### src/rtl/rom_bank_ctrl.sv
// Upper-ROM bank controller: tracks &DFxx ROM select, maps NSLOT 16K slots onto
// consecutive ROM numbers from a base programmed through the unlocked &DExx port.
module rom_slot_dec #(
  parameter int IDX = 0
) (
  input  logic       a14,
  input  logic       dip_lower,
  input  logic       en,
  input  logic [7:0] romsel,
  input  logic [7:0] base,
  output logic       cs
);
  localparam logic IS0 = (IDX == 0);
  logic [7:0] rom_num;

  always_comb begin
    // With dip_lower set, slot 0 is the lower ROM and the upper run starts at slot 1.
    rom_num = base + 8'(IDX) - {7'd0, dip_lower};
    if (!a14)                 cs = IS0 & dip_lower & en;
    else if (IS0 && dip_lower) cs = 1'b0;
    else                      cs = en & (romsel == rom_num);
  end
endmodule

module rom_bank_ctrl #(
  parameter int         NSLOT        = 6,
  parameter logic [7:0] DEFAULT_BASE = 8'h01,
  parameter logic [7:0] UNLOCK0      = 8'h5A,
  parameter logic [7:0] UNLOCK1      = 8'hA5
) (
  input  logic               clk,
  input  logic               reset_b,
  input  logic [7:0]         adr,
  input  logic               ioreq_b,
  input  logic               wr_b,
  input  logic               romen_b,
  input  logic [7:0]         data,
  input  logic [NSLOT-1:0]   dip_en,
  input  logic               dip_lower,
  output logic               romdis,
  output logic [NSLOT/2-1:0] rom_cs_b,
  output logic               roma14,
  output logic               romoe_b,
  output logic [7:0]         base_q
);
  localparam logic [1:0] ST_LOCKED = 2'd0;
  localparam logic [1:0] ST_HALF   = 2'd1;
  localparam logic [1:0] ST_OPEN   = 2'd2;

  logic [7:0] adr_s1_q, data_s1_q;
  logic       ioreq_s1_q, wr_s1_q, ioreq_s2_q, wr_s2_q;
  logic [7:0] romsel_q, romsel_d, base_d;
  logic [1:0] st_q, st_d;
  logic       qw, qw_s2, iow;

  always_ff @(posedge clk or negedge reset_b) begin
    if (!reset_b) begin
      adr_s1_q   <= 8'd0;
      data_s1_q  <= 8'd0;
      ioreq_s1_q <= 1'b1;
      wr_s1_q    <= 1'b1;
      ioreq_s2_q <= 1'b1;
      wr_s2_q    <= 1'b1;
      romsel_q   <= 8'd0;
      base_q     <= DEFAULT_BASE;
      st_q       <= ST_LOCKED;
    end else begin
      adr_s1_q   <= adr;
      data_s1_q  <= data;
      ioreq_s1_q <= ioreq_b;
      wr_s1_q    <= wr_b;
      ioreq_s2_q <= ioreq_s1_q;
      wr_s2_q    <= wr_s1_q;
      romsel_q   <= romsel_d;
      base_q     <= base_d;
      st_q       <= st_d;
    end
  end

  // Rising edge of the sampled write qualifier: one event per IO cycle however long it lasts.
  assign qw    = ~ioreq_s1_q & ~wr_s1_q;
  assign qw_s2 = ~ioreq_s2_q & ~wr_s2_q;
  assign iow   = qw & ~qw_s2;

  always_comb begin
    romsel_d = romsel_q;
    base_d   = base_q;
    st_d     = st_q;
    if (iow && adr_s1_q == 8'hDF) romsel_d = data_s1_q;
    if (iow && adr_s1_q == 8'hDE) begin
      case (st_q)
        ST_LOCKED: st_d = (data_s1_q == UNLOCK0) ? ST_HALF : ST_LOCKED;
        ST_HALF:   st_d = (data_s1_q == UNLOCK1) ? ST_OPEN : ST_LOCKED;
        ST_OPEN: begin
          base_d = data_s1_q;
          st_d   = ST_LOCKED;
        end
        default:   st_d = ST_LOCKED;
      endcase
    end
  end

  // adr carries A[15:8], so A14 is adr[6].
  logic [NSLOT-1:0] cs;
  for (genvar i = 0; i < NSLOT; i++) begin : g_slot
    rom_slot_dec #(.IDX(i)) u_slot (
      .a14      (adr[6]),
      .dip_lower(dip_lower),
      .en       (dip_en[i]),
      .romsel   (romsel_q),
      .base     (base_q),
      .cs       (cs[i])
    );
  end

  for (genvar k = 0; k < NSLOT/2; k++) begin : g_sock
    assign rom_cs_b[k] = ~(cs[2*k] | cs[2*k+1]);
  end

  always_comb begin
    roma14 = 1'b0;
    for (int i = 1; i < NSLOT; i += 2) roma14 = roma14 | cs[i];
  end

  assign romdis  = |cs;
  assign romoe_b = romen_b;
endmodule
### config.mk
export PLATFORM = sky130hd
export DESIGN_NAME = rom_bank_ctrl
export DESIGN_NICKNAME = d
export VERILOG_FILES = /design/src/rtl/rom_bank_ctrl.sv
export SDC_FILE = /design/constraint.sdc
export NUM_CORES = 1
export LEC_CHECK = 0
export ABC_CLOCK_PERIOD_IN_PS = 4450
export BUFFER_PORTS_ARGS = -buffer_cell sky130_fd_sc_hd__buf_2
export CAP_MARGIN = 20
export CORE_UTILIZATION = 54
export CTS_CLUSTER_SIZE = 16
export DETAILED_ROUTE_END_ITERATION = 6
export MAX_ROUTING_LAYER = met4
export PLACE_DENSITY_LB_ADDON = 0.08
export SLEW_MARGIN = 5
export SYNTH_ARGS = -nofsm -noshare
export SYNTH_HDL_FRONTEND = slang
export SYNTH_HIERARCHICAL = 1
export SYNTH_SLANG_ARGS = --single-unit
### constraint.sdc
create_clock -name clk -period 4.45 [get_ports clk]
set_input_delay 1.335 -clock clk [delete_from_list [all_inputs] [get_ports clk]]
set_output_delay 1.335 -clock clk [all_outputs]
set_load 0.01 [all_outputs]
* Yosys cells after proc, flatten, opt, wreduce, memory -nomap -nowiden
Index checks and enable logic that the tools add are counted.
** Word-level totals
- Register bits after elaboration :: 38
- Input port bits :: 28
- Output and inout bits :: 14
- Logic and storage cells :: 70
** Operators by class
- Add/subtract/negate cells :: 11
- Equality and inequality tests :: 12
- Multiplexer cells :: 10
- Bitwise operators :: 23
- Reduce and logical (&&, ||, !) cells :: 5
** Operators with widths (count)
- $eq 8x8->1 :: 6
- $sub 8x1->8 :: 6
- $eq 8x8->1 const B :: 3
- $add 8x2->8 const B :: 2
- $add 8x3->8 const B :: 2
- $and 1x1->1 :: 10
- $add 8x1->8 const B :: 1
- $eq 8x7->1 const B :: 1
- $mux 1 :: 8
- $not 1->1 :: 8
- $reduce_or 6->1 :: 1
- $or 1x1->1 :: 5
- $pmux 2 s2 :: 1
- $eq 2x1->1 const B :: 1
- $eq 2x2->1 const B :: 1
- $logic_and 1x1->1 :: 2
- $logic_not 2->1 :: 1
- $mux 2 :: 1
- $reduce_and 2->1 :: 1

* Depth between registers and ports, before layout
Gate-level depths: netlist of run 1.
- Word-level depth :: 7
- Mapped depth :: 12
- Mapped depth without buffers :: 12

* Modules after synthesis
The synthesis of run 1 kept the hierarchy.
** Modules (own cells, without submodules)
- rom_bank_ctrl :: times used 1, cells each 77, area an instance 1336.3 um^2
- rom_slot_dec at g_slot[2].u_slot :: times used 1, cells each 46, area an instance 370.4 um^2
- rom_slot_dec at g_slot[1].u_slot :: times used 1, cells each 45, area an instance 366.6 um^2
- rom_slot_dec at g_slot[4].u_slot :: times used 1, cells each 45, area an instance 360.3 um^2
- rom_slot_dec at g_slot[3].u_slot :: times used 1, cells each 41, area an instance 347.8 um^2
- rom_slot_dec at g_slot[5].u_slot :: times used 1, cells each 41, area an instance 334.1 um^2
- rom_slot_dec at g_slot[0].u_slot :: times used 1, cells each 37, area an instance 282.8 um^2

* Worst setup path after synthesis of run 1
Ideal clock, no wire load.
- Kind :: input port to output port
- From :: input dip_lower
- To :: output roma14
- Arrival :: 3.263 ns
- Slack :: -0.148 ns
- Stages on the path :: 9
- Buffers on the path :: 0
- Cells stage by stage :: inv_1 > ha_1 > ha_1 > fa_1 > a211oi_1 > o21ai_0 > xnor2_1 > nor3_2 > or3_1
** On the way
- Cells in the longest elaborated chain, start to end :: 6
- Elaborated cells on any way between the ends :: 14
- Those cells by class :: add/sub (3); eq/ne (3); mux (3); bitwise (5)
** Ends and longest elaborated chain
- start: declaration :: line 39 : input logic dip_lower,
- $sub 8x1->8 :: line 18 : rom_num = base + 8'(IDX) - {7'd0, dip_lower};
- $eq 8x8->1 :: line 21 : else cs = en & (romsel == rom_num);
- $and 1x1->1 :: line 21
- $mux 1 :: line 19 : if (!a14) cs = IS0 & dip_lower & en;
- net cs[3] :: line 104 : logic [NSLOT-1:0] cs;
- $or 1x1->1 (2 in series) :: line 122 : for (int i = 1; i < NSLOT; i += 2) roma14 = roma14 | cs[i];
- end: declaration :: line 42 : output logic roma14,
The timed path passes the listed nets, and every way through them passes these cells.

* Worst setup path in the final report of run 1
Same ends and word-level chain as after synthesis.

==> run metrics, run 1 <==
Arr. time, crit path=3.34 ns; ANT cells=0; initial antenna violation count=0; Leak=1.88 nW; Distinct cells, synth=53; first-pass GRT wire length=12,600 um; via count=2,593; Post-Synthesis Cells=332; Yosys reg bits=38; total CTS buffers=5; Min Hold Slack=0.362 ns; DP HPWL=5640 um; vias in the first global route=2,659; Overflow after GRT=0; Synth Area in XOR/XNOR=19.6%; Reg area=957 um2; Top cell by count, worst path=ha_4; Worst-Margin Slew=0.787 ns; Slew headroom=47.6%; row cnt=28; Synth Area in Adders=17.4%; TritonCTS clock tree=built; Final WS setup=-0.226 ns; RSZ-0062 raised after global routing=yes; fin. max-slew vios=0; Hold Crit Class=reg2reg; Syn Std Cell Area=3400 um2; multi-input logic area=2520 um2; Worst path slowest cell=or3b_4; Clk Latency, worst-skew pair=0.29 ns; final core utilization=70.7%; logic depth of the worst register-to-register path=4; Synth Area in Simple Gates=16.2%; Via density=5.40; WHS Endpoint=ioreq_s2_q; GRT Total Usage=26.7%; total iterations of the first detailed-routing run=4; Crit Path Max Fanout=7; r2r setup slk=2.28 ns; Max Root-Sink Buffers=2; main combinational cell family by area after synthesis=XOR/XNOR gates; Crit Reg-Reg Startpoint=wr_s1_q; Synth Area per Inst=10.2 um2; register area share after synthesis=28.2%; Avg WL per Cell=16.0 um; Fmax achieved=0.214 GHz; Worst Path Required=3.12 ns; Die Height=81.3 um; DRC viols=0; R2R Path End=base_q[6]; chip width=81.3 um; Top FF cell, synth=dfrtp_1; layout cells sized above 1=38.5%; Setup-failing EPs final=5; Power Density=163 nW/um2; IR drop worst, VDD=0.000260 V; Max Clock Skew=0.00995 ns; Mapped Nets=406; EDFF count, synth=0; largest net degree at the start of global routing=39; crit path launch type=primary input; Starting Density=56.7%; Reg clk slew, reported paths=0.07 ns; post-synthesis mux area share=5.96%; Routed Antenna Nets=0; Crit Path Category=in2out; hold-fix buffers at CTS=0; Top Ports=42; failing checks=negative setup slack; Nets=478; Async S/R FF share, synth=100%; quantity of I/O buffers inserted on ports=39; Routed WL=7670 um; die area=6610 um2; compound-gate portion of the synthesized area=8.32%; gp weighted congestion=0.844; fin crit period=4.68 ns; Layout fillers=458; # Max-Cap Violations=0; crit-path max cell delay=0.40 ns; Tcrit/Tclk final=105%; Syn. warnings=6; Hold Vio Cnt, Final=0; outcome=finished, violations left; CTS HTree Levels=2; CP cell instances=buf_12 -> inv_4 -> ha_4 -> ha_4 -> inv_2 -> ha_4 -> or3b_4 -> and3_4 -> o2111ai_4 -> nor4b_4 -> or3_1 -> buf_2; TritonCTS Sinks=38; Root Buffer=clkbuf_8; HP Start=ioreq_s1_q; Worst Setup End Kind=primary output; area grow syn2layout=24.7%; 1st-iter DRT viols=70; Core ar.=5990 um2; hold depth=0
-- kinds of logic after synthesis --
group | Yosys count
xor+xnor | 75
compound gates | 42
simple gates | 74
flops | 38
buf+inv | 39
fa+ha+maj | 46
mux | 18
-- power by group --
group          leakage [nW]  internal, mW  switching [mW]
clock network        0.0472         0.124           0.113
logic                  1.36        0.0445          0.0395
registers             0.476         0.358          0.0133
total                  1.88         0.526           0.166
-- cell usage after synthesis (3+ instances only) --
| master | count | share of area (%) |
|---|---|---|
| xnor2_1 | 59 | 15 |
| dfrtp_1 | 33 | 24 |
| dfstp_2 | 5 | 3.9 |
| nor3_1 | 3 | 0.44 |
| nand2_1 | 15 | 1.7 |
| inv_1 | 38 | 4.2 |
| xor2_1 | 15 | 3.9 |
| nor2_1 | 6 | 0.66 |
| a211oi_1 | 6 | 1.3 |
| nor4bb_1 | 3 | 0.88 |
| o21ai_0 | 6 | 0.88 |
| nor3_2 | 3 | 0.88 |
| mux2_2 | 18 | 6.0 |
| nand3_1 | 10 | 1.5 |
| a21oi_1 | 15 | 2.2 |
| nor4_1 | 3 | 0.55 |
| ha_1 | 44 | 16 |
| nand2b_1 | 3 | 0.55 |
-- per-layer routing --
layer | wire, um | part of all wire, % | GRT usage, % | vias up
li1 | - | - | - | 1297
met2 | 3720 | 48 | 45.4 | 59
met5 | 0 | 0 | - | -
met4 | 120 | 1.6 | 8.75 | 0
met1 | 3520 | 46 | 31.4 | 1224
met3 | 306 | 4.0 | 5.28 | 13
-- metrics by stage --
stage	setup TNS, ns	setup slack, ns	power [mW]	area, um2	std cells
CTS	-0.953	-0.227	0.700	4200	479
global route	-1.35	-0.319	0.724	4240	480
floorplan	0	0.00154	0.415	3420	332
detailed placement	-2.14	-0.492	0.451	3890	471
finish	-0.810	-0.226	0.692	4240	480
global placement	-1.99	-0.458	0.448	3890	471
-- final cells by class --
class,instances,area share [%]
clock buffer,6,1.95
tap,75,2.21
multi-input combinational,255,59.5
sequential,38,22.6
timing repair buffer,66,9.98
clock inverter,2,0.295
inverter,38,3.48
-- what timing repair did --
action,CTS,global route
setup endpoints to repair,5,5
resized for setup,44,8
setup buffers,1,1
pin swaps,32,8
-- how the worst max path moves through the flow --
stage,startpoint,end,slack (ns),depth (start not counted)
2_1_floorplan,dip_lower,romdis,0.002,11
3_3_place_gp,dip_lower,romdis,-0.46,13
3_5_place_dp,dip_lower,roma14,-0.49,13
4_1_cts,dip_lower,romdis,-0.23,14
5_1_grt,dip_lower,roma14,-0.32,12
6_report,dip_lower,roma14,-0.23,12
-- worst max-delay path, delay by kind of cell --
| kind | cells | cell delay (ns) |
|---|---|---|
| AOI/OAI and AO/OA | 1 | 0.21 |
| adders and majority gates | 3 | 0.40 |
| buffers and inverters | 4 | 0.36 |
| and+or+nand+nor | 4 | 1.04 |
-- cells in the final DEF (no fill, tap or decap), types with 3 or more instances in the layout --
master and instances:
a211oi_2 6, a21oi_1 12, buf_2 37, buf_4 26, clkbuf_8 6, dfrtp_1 33
dfstp_2 5, ha_1 33, ha_2 4, ha_4 7, inv_1 33, inv_2 3
mux2_2 18, nand2_1 15, nand2b_1 3, nand3_1 9, nor2_1 3, nor2_2 3
nor3_1 3, nor3_2 3, nor4_2 3, nor4bb_1 3, o21ai_0 6, xnor2_1 57
xnor2_2 3, xor2_1 15
-- sequential cells by signal, summed over array words and instances, names as in the netlist --
register    flops
wr_s1_q         1
ioreq_s1_q      1
ioreq_s2_q      1
st_q            2
base_q          8
data_s1_q       8
wr_s2_q         1
romsel_q        8
adr_s1_q        8
Note: power is estimated with default switching activity, not from simulation.
==> run 2, diff against run 1 <==
--- a/config.mk
+++ b/config.mk
@@ -13,6 +13,7 @@
 export DETAILED_ROUTE_END_ITERATION = 6
 export MAX_ROUTING_LAYER = met4
 export PLACE_DENSITY_LB_ADDON = 0.08
+export SETUP_SLACK_MARGIN = 0.4
 export SLEW_MARGIN = 5
 export SYNTH_ARGS = -nofsm -noshare
 export SYNTH_HDL_FRONTEND = slang
==> run metrics, run 2 (synthesis gave the netlist of run 1 again) <==
fin. max-slew vios=0 (unchanged); Hold Vio Cnt, Final=0 (unchanged); Core ar.=5990 um2 (unchanged); largest net degree at the start of global routing=39 (unchanged); setup TNS=-1.04 ns (was -0.810 ns); WHS Endpoint=wr_s2_q (was ioreq_s2_q); Arr. time, crit path=3.42 ns (was 3.34 ns); Worst Setup End Kind=primary output (unchanged); Avg WL per Cell=16.1 um (was 16.0 um); 1st-iter DRT viols=92 (was 70); Hold Crit Class=reg2reg (unchanged); area grow syn2layout=25.4% (was 24.7%); most common cell after layout, fill and taps aside=xnor2_1 (unchanged); Max Clock Skew=0.00671 ns (was 0.00995 ns); initial antenna violation count=0 (unchanged); total power=801 uW (was 692 uW); IR drop worst, VDD=0.000305 V (was 0.000260 V); Routed WL=7610 um (was 7670 um); RSZ-0062 raised after global routing=yes (unchanged); R2R Path End=base_q[3] (was base_q[6]); via count=2,596 (was 2,593); Top cell by count, worst path=ha_4 (unchanged); Starting Density=56.7% (unchanged); fin crit period=4.75 ns (was 4.68 ns); Leak=1.87 nW (was 1.88 nW); HP Start=wr_s1_q (was ioreq_s1_q); logic depth of the worst register-to-register path=4 (unchanged); layout cells sized above 1=37.7% (was 38.5%); crit-path max cell delay=0.38 ns (was 0.40 ns); Worst Path Required=3.12 ns (about the same); Max Root-Sink Buffers=2 (unchanged); Die Height=81.3 um (unchanged); DRC viols=0 (unchanged); most frequent cells in the layout=xnor2_1 (58), buf_2 (36), dfrtp_1 (33), inv_1 (33), ha_1 (33) (was xnor2_1 (57), buf_2 (37), dfrtp_1 (33), inv_1 (33), ha_1 (33)); Final WS setup=-0.303 ns (was -0.226 ns); Crit Path Category=in2out (unchanged); Crit Reg-Reg Startpoint=wr_s2_q (was wr_s1_q); Via density=5.49 (was 5.40); Setup-failing EPs final=5 (unchanged); GRT Total Usage=26.4% (was 26.7%); CP cell instances=buf_12 -> buf_8 -> inv_12 -> ha_4 -> ha_4 -> inv_2 -> ha_4 -> or3b_4 -> a21o_2 -> a21oi_2 -> nor4b_4 -> or3_4 -> buf_6 (was buf_12 -> inv_4 -> ha_4 -> ha_4 -> inv_2 -> ha_4 -> or3b_4 -> and3_4 -> o2111ai_4 -> nor4b_4 -> or3_1 -> buf_2); Slew headroom=48.2% (was 47.6%); Worst-Margin Slew=0.778 ns (was 0.787 ns); r2r setup slk=2.28 ns (about the same); CTS HTree Levels=2 (unchanged); Root Buffer=clkbuf_8 (unchanged); TritonCTS clock tree=built (unchanged); failing checks=negative setup slack (unchanged); Worst path slowest cell=or3b_4 (unchanged); total CTS buffers=5 (unchanged); die area=6610 um2 (unchanged); hold depth=0 (unchanged); outcome=finished, violations left (unchanged); TritonCTS Sinks=38 (unchanged); Crit Path Max Fanout=5 (was 7); hold-fix buffers at CTS=0 (unchanged); DP HPWL=5710 um (was 5640 um); Tcrit/Tclk final=107% (was 105%); Nets=471 (was 478); Overflow after GRT=0 (unchanged); Power Density=188 nW/um2 (was 163 nW/um2); vias in the first global route=2,512 (was 2,659); ANT cells=0 (unchanged); Routed Antenna Nets=0 (unchanged); crit path launch type=primary input (unchanged); # Max-Cap Violations=0 (unchanged); first-pass GRT wire length=12,400 um (was 12,600 um); total iterations of the first detailed-routing run=4 (unchanged); Min Hold Slack=0.366 ns (was 0.362 ns); Top Ports=42 (unchanged); chip width=81.3 um (unchanged); row cnt=28 (unchanged); quantity of I/O buffers inserted on ports=39 (unchanged); Fmax achieved=0.210 GHz (was 0.214 GHz); Reg clk slew, reported paths=0.07 ns (about the same); Clk Latency, worst-skew pair=0.29 ns (about the same); gp weighted congestion=0.827 (was 0.844)
-- run 2: power by group --
part,switching (mW),total [mW],leakage [nW],internal [mW]
logic,0.0417,0.0876,1.33,0.0459
registers,0.0133,0.371,0.476,0.357
clock network,0.118,0.342,0.0683,0.224
-- run 2: timing repair --
| item | 4_1_cts | 5_1_grt |
|---|---|---|
| gates cloned | 0 | 0 |
| resized for setup | 13 | 4 |
| pin swaps | 19 | 4 |
| endpoints found under the setup margin | 5 | 5 |
| buffers inserted | 2 | 1 |
-- run 2: metrics by stage --
| stage | utilization [%] | area [um2] | setup slack [ns] | instances |
|---|---|---|---|---|
| finish | 71.2 | 4260 | -0.303 | 473 |
| global route | 71.2 | 4260 | -0.380 | 473 |
| CTS | 70.6 | 4230 | -0.283 | 472 |
| detailed placement | 67.1 | 4020 | -0.473 | 462 |
| global placement | 67.1 | 4020 | -0.480 | 462 |
| floorplan | - | 3610 | 0.128 | 332 |
-- run 2: critical path: cells and delay by family --
kind / cells / cell delay (ns)
adders and majority gates: 3 / 0.38
and+or+nand+nor: 3 / 0.82
buffers and inverters: 5 / 0.47
AOI/OAI and AO/OA: 2 / 0.40
-- run 2: worst max path at each step --
stage | from | end | slack (ns) | cells after the start
after floorplan | dip_lower | roma14 | 0.13 | 9
after global placement | dip_lower | romdis | -0.48 | 13
after detailed placement | dip_lower | romdis | -0.47 | 13
after CTS | dip_lower | roma14 | -0.28 | 13
after global routing | dip_lower | roma14 | -0.38 | 12
final | dip_lower | roma14 | -0.30 | 13
-- run 2: per-layer routing --
layer | global-route usage, % | up-vias | wire length, um
met3 | 4.27 | 6 | 303
met5 | - | - | 0
met4 | 5.18 | 0 | 77
li1 | - | 1284 | -
met1 | 33.1 | 1252 | 3480
met2 | 44.8 | 54 | 3740
-- run 2: cell type report --
cell class                      instances  area, um2
Tap cell                               75       93.8
Multi-Input combinational cell        255       2530
Clock buffer                            5       68.8
Timing Repair Buffer                   59        380
Fill cell                             485       1730
Inverter                               38        168
Clock inverter                          3       68.8
Sequential cell                        38        957
==> run 3, diff against run 2 <==
--- a/config.mk
+++ b/config.mk
@@ -5,12 +5,13 @@
 export SDC_FILE = /design/constraint.sdc
 export NUM_CORES = 1
 export LEC_CHECK = 0
-export ABC_CLOCK_PERIOD_IN_PS = 4450
+export ABC_CLOCK_PERIOD_IN_PS = 4600
 export BUFFER_PORTS_ARGS = -buffer_cell sky130_fd_sc_hd__buf_2
 export CAP_MARGIN = 20
-export CORE_UTILIZATION = 54
+export CORE_UTILIZATION = 59
 export CTS_CLUSTER_SIZE = 16
 export DETAILED_ROUTE_END_ITERATION = 6
+export GPL_ROUTABILITY_DRIVEN = 0
 export MAX_ROUTING_LAYER = met4
 export PLACE_DENSITY_LB_ADDON = 0.08
 export SETUP_SLACK_MARGIN = 0.4
==> constraint.sdc (replaced) <==
create_clock -name clk -period 4.6 [get_ports clk]
set_input_delay 1.38 -clock clk [delete_from_list [all_inputs] [get_ports clk]]
set_output_delay 1.38 -clock clk [all_outputs]
set_load 0.01 [all_outputs]
==> run metrics, run 3 (synthesis gave the netlist of run 1 again) <==
most common cell after layout, fill and taps aside=xnor2_1 (unchanged); Leak=1.86 nW (was 1.87 nW); total power=700 uW (was 801 uW); Clk Latency, worst-skew pair=0.28 ns (was 0.29 ns); Tcrit/Tclk final=107%; RSZ-0062 raised after global routing=yes (unchanged); Root Buffer=clkbuf_8 (unchanged); Final WS setup=-0.302 ns (was -0.303 ns); Nets=469 (was 471); CTS HTree Levels=2 (unchanged); 1st-iter DRT viols=72 (was 92); area grow syn2layout=25.0% (was 25.4%); Max Root-Sink Buffers=2 (unchanged); r2r setup slk=2.44 ns (was 2.28 ns); Overflow after GRT=0 (unchanged); DRC viols=0 (unchanged); layout cells sized above 1=36.6% (was 37.7%); Hold Vio Cnt, Final=0 (unchanged); Starting Density=61.3% (was 56.7%); HP Start=ioreq_s1_q (was wr_s1_q); Arr. time, crit path=3.52 ns (was 3.42 ns); outcome=finished, violations left (unchanged); design area=4250 um2 (was 4260 um2); ANT cells=0 (unchanged); Max Clock Skew=0.00375 ns (was 0.00671 ns); Die Height=77.9 um (was 81.3 um); TritonCTS clock tree=built (unchanged); vias in the first global route=2,772 (was 2,512); Core ar.=5540 um2 (was 5990 um2); failing checks=negative setup slack (unchanged); Setup-failing EPs final=5 (unchanged); row cnt=27 (was 28); # Max-Cap Violations=0 (unchanged); fin crit period=4.90 ns; first-pass GRT wire length=12,500 um (was 12,400 um); Min Hold Slack=0.369 ns (was 0.366 ns); most frequent cells in the layout=xnor2_1 (58), buf_2 (36), ha_1 (34) (was xnor2_1 (58), buf_2 (36), dfrtp_1 (33), inv_1 (33), ha_1 (33)); TritonCTS Sinks=38 (unchanged); Worst Setup End Kind=primary output (unchanged); Crit Path Category=in2out (unchanged); family with the most delay on the worst path=simple AND/OR/NAND/NOR gates (unchanged); via count=2,629 (was 2,596); Avg WL per Cell=15.8 um (was 16.1 um); Worst Path Required=3.22 ns (was 3.12 ns); chip width=77.9 um (was 81.3 um); Crit Reg-Reg Startpoint=wr_s1_q (was wr_s2_q); final core utilization=76.7% (was 71.2%); Slew headroom=48.5% (was 48.2%); Top Ports=42 (unchanged); Via density=5.62 (was 5.49); Worst-Margin Slew=0.772 ns (was 0.778 ns); Fmax achieved=0.204 GHz; fin cells=468 (was 473); quantity of I/O buffers inserted on ports=39 (unchanged); Routed WL=7390 um (was 7610 um); crit-path max cell delay=0.38 ns (about the same); Worst path slowest cell=or3b_4 (unchanged); CP Launch Point=dip_lower (unchanged); CP cell instances=buf_12 -> buf_12 -> buf_12 -> inv_12 -> ha_4 -> ha_4 -> inv_2 -> ha_4 -> or3b_4 -> and3_4 -> o2111ai_2 -> nor4b_4 -> or3_4 -> buf_6 (was buf_12 -> buf_8 -> inv_12 -> ha_4 -> ha_4 -> inv_2 -> ha_4 -> or3b_4 -> a21o_2 -> a21oi_2 -> nor4b_4 -> or3_4 -> buf_6); placed instance area=4020 um2 (about the same); total CTS buffers=5 (unchanged); GRT Total Usage=27.5% (was 26.4%); fin. max-slew vios=0 (unchanged); crit path launch type=primary input (unchanged); initial antenna violation count=0 (unchanged); Crit path buffers/inverters=6 (was 5); setup TNS=-1.13 ns (was -1.04 ns); die area=6070 um2 (was 6610 um2); pre-CTS WS=-0.492 ns (was -0.473 ns); largest net degree at the start of global routing=39 (unchanged); Reg clk slew, reported paths=0.07 ns (about the same); Placed Instances=456 (was 462); Power Density=165 nW/um2 (was 188 nW/um2); Crit Path Max Fanout=3 (was 5); IR drop worst, VDD=0.000258 V (was 0.000305 V); DP HPWL=5690 um (was 5710 um); total iterations of the first detailed-routing run=4 (unchanged); Routed Antenna Nets=0 (unchanged); Hold Crit Class=reg2reg (unchanged)
-- run 3: changes by cell type in the layout (fill, tap and decap cells not counted), moves of 2 or more --
cell,previous run,this run
buf_12,1,5
buf_4,19,14
bufinv_16,2,0
clkbuf_8,5,8
-- run 3: cell type report --
type                       count  area, um2
multi-input combinational    255       2510
sequential                    38        957
tap                           72       90.1
clock buffer                   8        110
fill                         401       1290
timing repair buffer          57        408
inverter                      38        170
-- run 3: final timing paths --
kind / endpoint / cells past startpoint
min reg2reg: ioreq_s2_q / 0
max reg2reg: base_q[5] / 4
min in group asynchronous: adr_s1_q[4] / 1
max: roma14 / 14
max in group asynchronous: base_q[6] / 1
min: ioreq_s2_q / 0
-- run 3: where the power goes --
part / switching, mW / leakage [nW] / internal, mW
clock network: 0.101 / 0.0575 / 0.151
registers: 0.0123 / 0.476 / 0.346
logic: 0.0409 / 1.33 / 0.0487
total: 0.154 / 1.86 / 0.546
-- run 3: worst register-to-register path: stages, from the launching register on --
cell and delay [ns]:
dfstp_2 0.37, nand2b_1 0.17, or4_4 0.54, nor4b_4 0.56, mux2_2 0.41
-- run 3: metal layers --
layer / track usage [%] / up-vias / share of wire (%)
li1: - / 1275 / -
met1: 31.1 / 1264 / 43
met2: 50.0 / 70 / 52
met3: 3.06 / 20 / 2.7
met4: 10.2 / 0 / 2.7
met5: - / - / 0
-- run 3: repair_timing --
item,CTS,global route
pin swaps,10,2
endpoints found under the setup margin,5,5
setup buffers,3,1
resized for setup,11,2
hold buffers,0,0
